### src/rtl/pio_v2_pkg.sv
// Shared constants for the edge-interrupt PIO: register word addresses and parameter limits.
package pio_v2_pkg;

  localparam int WIDTH_MIN       = 1;
  localparam int WIDTH_MAX       = 32;
  localparam int SYNC_STAGES_MIN = 2;
  localparam int SYNC_STAGES_MAX = 3;

  typedef enum logic [2:0] {
    ADDR_DATA_IN      = 3'd0,
    ADDR_DATA_OUT     = 3'd1,
    ADDR_IRQ_MASK     = 3'd2,
    ADDR_EDGE_CAPTURE = 3'd3,
    ADDR_RISE_EN      = 3'd4,
    ADDR_FALL_EN      = 3'd5,
    ADDR_OUT_SET      = 3'd6,
    ADDR_OUT_CLR      = 3'd7
  } addr_e;

endpackage

### src/rtl/pio_bit_sync.sv
// One input bit: synchronizer, optional debounce filter (PIO_DEBOUNCE_EN) and the prev flop
// used for edge detection.
module pio_bit_sync #(
  parameter int SYNC_STAGES = 2
) (
  input  logic clk,
  input  logic reset_n,
  input  logic din,
`ifdef PIO_DEBOUNCE_EN
  input  logic tick,
`endif
  output logic filt,
  output logic prev
);

  logic [SYNC_STAGES-1:0] sync_q;
  logic                   synced;
  logic                   prev_q;

  // NOTE: every flop here uses <= so all stages advance together on the same edge.
  always_ff @(posedge clk or negedge reset_n) begin
    if (!reset_n) sync_q <= '0;
    else          sync_q <= {sync_q[SYNC_STAGES-2:0], din};
  end

  assign synced = sync_q[SYNC_STAGES-1];

`ifdef PIO_DEBOUNCE_EN
  logic last_q;
  logic filt_q;

  // Accept a new level only after two consecutive ticks agree on it.
  always_ff @(posedge clk or negedge reset_n) begin
    if (!reset_n) begin
      last_q <= 1'b0;
      filt_q <= 1'b0;
    end else if (tick) begin
      last_q <= synced;
      if (synced == last_q) filt_q <= synced;
    end
  end

  assign filt = filt_q;
`else
  assign filt = synced;
`endif

  // prev resets to the same value as filt, so leaving reset never looks like an edge.
  always_ff @(posedge clk or negedge reset_n) begin
    if (!reset_n) prev_q <= 1'b0;
    else          prev_q <= filt;
  end

  assign prev = prev_q;

endmodule

### src/rtl/pio_edge_irq_v2.sv
// Avalon-MM PIO with per-bit rise/fall edge capture and level interrupt.
// Define PIO_DEBOUNCE_EN to add a shared prescaler and per-bit debounce filter.
module pio_edge_irq_v2
  import pio_v2_pkg::*;
#(
  parameter int WIDTH        = 8,
  parameter int SYNC_STAGES  = 2,
  parameter int DEBOUNCE_DIV = 1000
) (
  input  logic             clk,
  input  logic             reset_n,
  input  logic [2:0]       address,
  input  logic             chipselect,
  input  logic             write_n,
  input  logic [31:0]      writedata,
  output logic [31:0]      readdata,
  input  logic [WIDTH-1:0] in_port,
  output logic [WIDTH-1:0] out_port,
  output logic             irq
);

  if (WIDTH < WIDTH_MIN || WIDTH > WIDTH_MAX) begin : g_bad_width
    $error("pio_edge_irq_v2: WIDTH out of range");
  end
  if (SYNC_STAGES < SYNC_STAGES_MIN || SYNC_STAGES > SYNC_STAGES_MAX) begin : g_bad_sync
    $error("pio_edge_irq_v2: SYNC_STAGES out of range");
  end

  logic             wr_en;
  logic [WIDTH-1:0] wdata;
  logic [WIDTH-1:0] data_out, irq_mask, edge_capture, rise_en, fall_en;
  logic [WIDTH-1:0] filt, prev, edge_det, clr_mask;
  logic [31:0]      rd_next;
  logic             unused_wdata;

  assign wr_en        = chipselect & ~write_n;
  assign wdata        = writedata[WIDTH-1:0];
  assign unused_wdata = &{1'b0, writedata};

`ifdef PIO_DEBOUNCE_EN
  logic [15:0] div_cnt;
  logic        tick;

  assign tick = (div_cnt == 16'(DEBOUNCE_DIV - 1));

  always_ff @(posedge clk or negedge reset_n) begin
    if (!reset_n)  div_cnt <= '0;
    else if (tick) div_cnt <= '0;
    else           div_cnt <= div_cnt + 16'd1;
  end
`else
  localparam int unused_debounce_div = DEBOUNCE_DIV;
`endif

  for (genvar i = 0; i < WIDTH; i++) begin : g_bit
    pio_bit_sync #(
      .SYNC_STAGES(SYNC_STAGES)
    ) u_sync (
      .clk    (clk),
      .reset_n(reset_n),
      .din    (in_port[i]),
`ifdef PIO_DEBOUNCE_EN
      .tick   (tick),
`endif
      .filt   (filt[i]),
      .prev   (prev[i])
    );
  end

  assign edge_det = (filt & ~prev & rise_en) | (~filt & prev & fall_en);
  assign clr_mask = (wr_en && addr_e'(address) == ADDR_EDGE_CAPTURE) ? wdata : '0;

  always_ff @(posedge clk or negedge reset_n) begin
    if (!reset_n) begin
      data_out     <= '0;
      irq_mask     <= '0;
      edge_capture <= '0;
      rise_en      <= '0;
      fall_en      <= '0;
    end else begin
      // NOTE: the new edge is ORed in after the clear, so a same-cycle detect wins.
      edge_capture <= (edge_capture & ~clr_mask) | edge_det;
      if (wr_en) begin
        unique case (addr_e'(address))
          ADDR_DATA_OUT: data_out <= wdata;
          ADDR_IRQ_MASK: irq_mask <= wdata;
          ADDR_RISE_EN:  rise_en  <= wdata;
          ADDR_FALL_EN:  fall_en  <= wdata;
          ADDR_OUT_SET:  data_out <= data_out | wdata;
          ADDR_OUT_CLR:  data_out <= data_out & ~wdata;
          default: ;
        endcase
      end
    end
  end

  // NOTE: rd_next gets a full default before the case, so no latch can be inferred.
  always_comb begin
    rd_next = '0;
    unique case (addr_e'(address))
      ADDR_DATA_IN:      rd_next[WIDTH-1:0] = filt;
      ADDR_DATA_OUT:     rd_next[WIDTH-1:0] = data_out;
      ADDR_IRQ_MASK:     rd_next[WIDTH-1:0] = irq_mask;
      ADDR_EDGE_CAPTURE: rd_next[WIDTH-1:0] = edge_capture;
      ADDR_RISE_EN:      rd_next[WIDTH-1:0] = rise_en;
      ADDR_FALL_EN:      rd_next[WIDTH-1:0] = fall_en;
      default:           rd_next = '0;
    endcase
  end

  always_ff @(posedge clk or negedge reset_n) begin
    if (!reset_n) readdata <= '0;
    else          readdata <= rd_next;
  end

  assign out_port = data_out;
  assign irq      = |(edge_capture & irq_mask);

endmodule

### config.mk
export PLATFORM = sky130hd
export DESIGN_NAME = pio_edge_irq_v2
export DESIGN_NICKNAME = d
export VERILOG_FILES = /design/src/rtl/pio_v2_pkg.sv /design/src/rtl/pio_bit_sync.sv /design/src/rtl/pio_edge_irq_v2.sv
export SDC_FILE = /design/constraint.sdc
export NUM_CORES = 1
export LEC_CHECK = 0
export ABC_CLOCK_PERIOD_IN_PS = 1200
export BUFFER_PORTS_ARGS = -buffer_cell sky130_fd_sc_hd__buf_4
export CAP_MARGIN = 5
export CORE_MARGIN = 2
export CORE_UTILIZATION = 47
export DETAILED_ROUTE_END_ITERATION = 8
export PLACE_DENSITY = 0.72
export SYNTH_ARGS = -nofsm -noshare
export SYNTH_HDL_FRONTEND = slang
export SYNTH_SLANG_ARGS = --single-unit
### constraint.sdc
create_clock -name clk -period 1.2 [get_ports clk]
set_clock_uncertainty 0.1 [all_clocks]
set_input_delay 0.12 -clock clk [delete_from_list [all_inputs] [get_ports clk]]
set_output_delay 0.12 -clock clk [all_outputs]
set_load 0.01 [all_outputs]
==> key figures <==
Outcome
  – Outcome: complete, but fails checks
  – Failing checks: negative setup slack

Critical path
  – Crit end category: output pin
  – Worst setup path category: register to output pin
  – WP data arrival: around 1300 ps
  – CP max stage delay: between 400 and 500 ps
  – FF-to-FF path depth: 2
  – Critical-path maximum fanout: 2
  – Cell Chain, Critical Path: a22oi_2 > nand4_1 > buf_4
  – Crit-path slowest cell: dfrtp_1
  – Critical Path RT: ~1000 ps
  – Startpoint types: register
  – Bufs and invs on worst path: 1
  – Cell class contributing the biggest share of worst-path delay: flip-flops
  – Reg-to-reg endpoint: readdata[1]
  – Reg2reg start: fall_en[1]
  – R2r setup slk: -160 ps

Floorplanning
  – Core area: just under 7000 um^2
  – Top-level port count: ~90
  – Die ar.: between 7000 and 8000 um^2
  – Initial Util: 48.74%
  – Placement Rows: 30
  – Overall die height: roughly 88 um
  – Die Span X: 88.17 um

Power and ir drop
  – Combinational share of power: 21.2%
  – Switching share of power: roughly 27%
  – LEAKAGE: 2.081 nW
  – Peak supply drop: 0.001068 V
  – Pwr Density: between 1000 and 1500 nW/um^2
  – Sequential share of power: about half
  – Total power: approximately 6 mW
  – Clock share of power: 30.0%
  – Sw power: between 1.5 and 2 mW
  – Internal power: about 4.5 mW

Synthesis
  – Register area share after synthesis: a little over half
  – Post-synth ARST share: 100.0%
  – Simple logic cell fraction of the synthesized area: 8.380%
  – Syn Std Cell Area: approximately 3300 um^2
  – Largest family of logic cells by synthesized area: multiplexers
  – Top cell type's share of synthesized area: between 50% and 60%
  – Most common cell in the netlist: dfrtp_1
  – Ys Warns: 0
  – Cells after synthesis: about 270
  – Mux share of post-synthesis cell area: about 15%
  – Main synth FF type: dfrtp_1
  – Seq cells post-synth: 72
  – Xor/xnor cell area share of the yosys netlist: 0%
  – Mean Syn Cell Area: between 10 and 15 um^2
  – Post-Synth Adder-Cell Area: 0%
  – Number of synthesized flops with an enable pin: 0
  – Post-synth cell types: 32
  – Top cells by count, synth: dfrtp_1 (72), mux2_2 (34), buf_4 (24), nand2_1 (16)
  – Most area-consuming cells after synthesis: dfrtp_1 (54%), mux2_2 (11%), buf_4 (5.4%), a221oi_1 (2.6%), o2bb2ai_1 (2.1%)
  – Compound-Gate Fraction of Synth Area: between 10% and 20%
  – Yosys top cell by area: dfrtp_1

Detailed routing
  – Average wire per cell in the routed design: around 17 um
  – Detailed Route Iter0 Violations: approximately 170
  – Final ANT Viol Nets: 0
  – Residual DRC: 0
  – Iteration count of the initial detailed-routing pass: 4
  – Total wire length: 8.008 mm
  – Via/cell ratio: between 5 and 6
  – Routed via count: between 2000 and 3000

Placement
  – Count of input and output buffers: 39
  – Post-DP HPWL: 5.455 mm
  – Gpl congestion: slightly above 0.8
  – Pre-CTS WS: -345.1 ps

GRT
  – Largest net degree at the start of global routing: 41
  – Total grt overflow: 0
  – Initial antenna violation count: 0
  – Number of global-route vias before repair: approximately 2600
  – First-pass GRT wire length: 12.72 mm
  – GR Util All Layers: 22.07%

Clock tree
  – CTS buffer count: 9
  – Clock root cell: clkbuf_8
  – Max clock buf depth: 2
  – CTS tree: built
  – Htree depth: 3
  – Clk pin slew, worst setup/hold paths: 70 ps
  – Num Clock Sinks: 72
  – Worst-skew pair later-pin latency: roughly 350 ps

Timing
  – Final Max Tran Viols: 0
  – Final Hold Fails: 0
  – Final setup fails: 10
  – Fmax achieved: between 600 and 700 MHz
  – Worst hold slack: 25.94 ps
  – RSZ-0062 raised after global routing: true
  – Fin crit share: 129.0%
  – Worst setup slack after layout: -347.4 ps
  – Min cycle time layout: approximately 1500 ps

Final layout
  – Number of diodes: 0
  – Net count reported at finish: 430
  – Area delta synth->final: 37.88%
  – Fill count: approximately 520
  – Fraction of layout cells with a size suffix above 1: approximately 46%

Run
  – Max_cap viols: 0

Min path
  – Hold Path Class: input port to asynchronous set/reset pin
==> worst max path at each step <==
stage                     slack, ps          to  cells past startpoint            start
after floorplan                -280  rise_en[0]                      4       address[1]
after CTS                      -310         irq                      3  edge_capture[2]
final                          -350         irq                      3  edge_capture[2]
after global routing           -370         irq                      3  edge_capture[5]
after global placement         -340  rise_en[7]                      5       address[1]
after detailed placement       -350  rise_en[3]                      5       address[1]
==> layout by cell type (no fill, tap or decap), types with 5 or more instances in the layout <==
cell type      count
a221oi_1           6
a22oi_2            6
buf_4             81
buf_6             11
clkbuf_8          13
conb_1            24
dfrtp_1           69
dlygate4sd3_1     17
inv_1              9
mux2_2            31
nand2_1           16
nand3b_1           9
o211ai_1           8
o21ai_1            6
o22ai_1            5
o22ai_2            5
o2bb2ai_1          8
o31ai_1            8
or2_2              5
==> layout make-up <==
cell class                 instances  area (um^2)  share of cell area (%)
tap                               96        120.1                   2.617
sequential                        72         1805                   39.33
clock inverter                     2        12.51                  0.2726
multi-input combinational        178         1458                   31.75
inverter                           9        33.78                  0.7359
timing repair buffer             113        982.2                   21.40
clock buffer                      13        178.9                   3.898
==> repair_timing <==
item / in CTS / in global routing
pin swaps: 5 / 10
endpoints found under the hold margin: 112 / 0
hold buffers: 17 / 0
setup endpoints to repair: 15 / 22
resized for setup: 16 / 24
buffers inserted: 10 / 3
==> metrics by stage <==
step                util, %  instance area (um^2)  setup TNS (ps)  std cells
floorplan                 -                  3437           -2417        296
global placement      58.72                  4011           -9054        442
detailed placement    58.72                  4011           -9635        442
CTS                   65.82                  4497          -763.5        481
global route          67.20                  4591           -1335        483
finish                67.20                  4591           -1004        483
==> kinds of logic (layout without fill, tap and decap cells) <==
group | after synthesis | after routing
simple gates | 47 | 47
flops | 72 | 72
compound gates | 66 | 66
buf+inv | 46 | 137
other cells | 1 | 24
mux | 41 | 41
==> layer usage <==
layer / global-route usage, % / part of all wire, % / up-vias
met4: 10.19 / 1.9 / 0
met2: 34.79 / 49 / 70
met5: 0 / 0 / -
li1: - / - / 1182
met3: 5.844 / 4.8 / 17
met1: 28.62 / 44 / 1296
==> state kept, by name, indices dropped and copies added, names as in the netlist <==
| name | flops |
|---|---|
| g_bit.u_sync.sync_q | 16 |
| irq_mask | 8 |
| g_bit.u_sync.prev | 8 |
| fall_en | 8 |
| edge_capture | 8 |
| readdata | 8 |
| rise_en | 8 |
| out_port | 8 |
==> power groups by stage <==
stage | clock network (mW) | logic [mW] | registers, mW
finish | 1.84 | 1.31 | 2.99
detailed placement | 0 | 1.11 | 3.01
floorplan | 0 | 0.680 | 2.97
global route | 1.97 | 1.43 | 3.03
global placement | 0 | 1.09 | 3.00
CTS | 1.86 | 1.24 | 2.98
No activity file was read; power rests on OpenSTA's default activity.
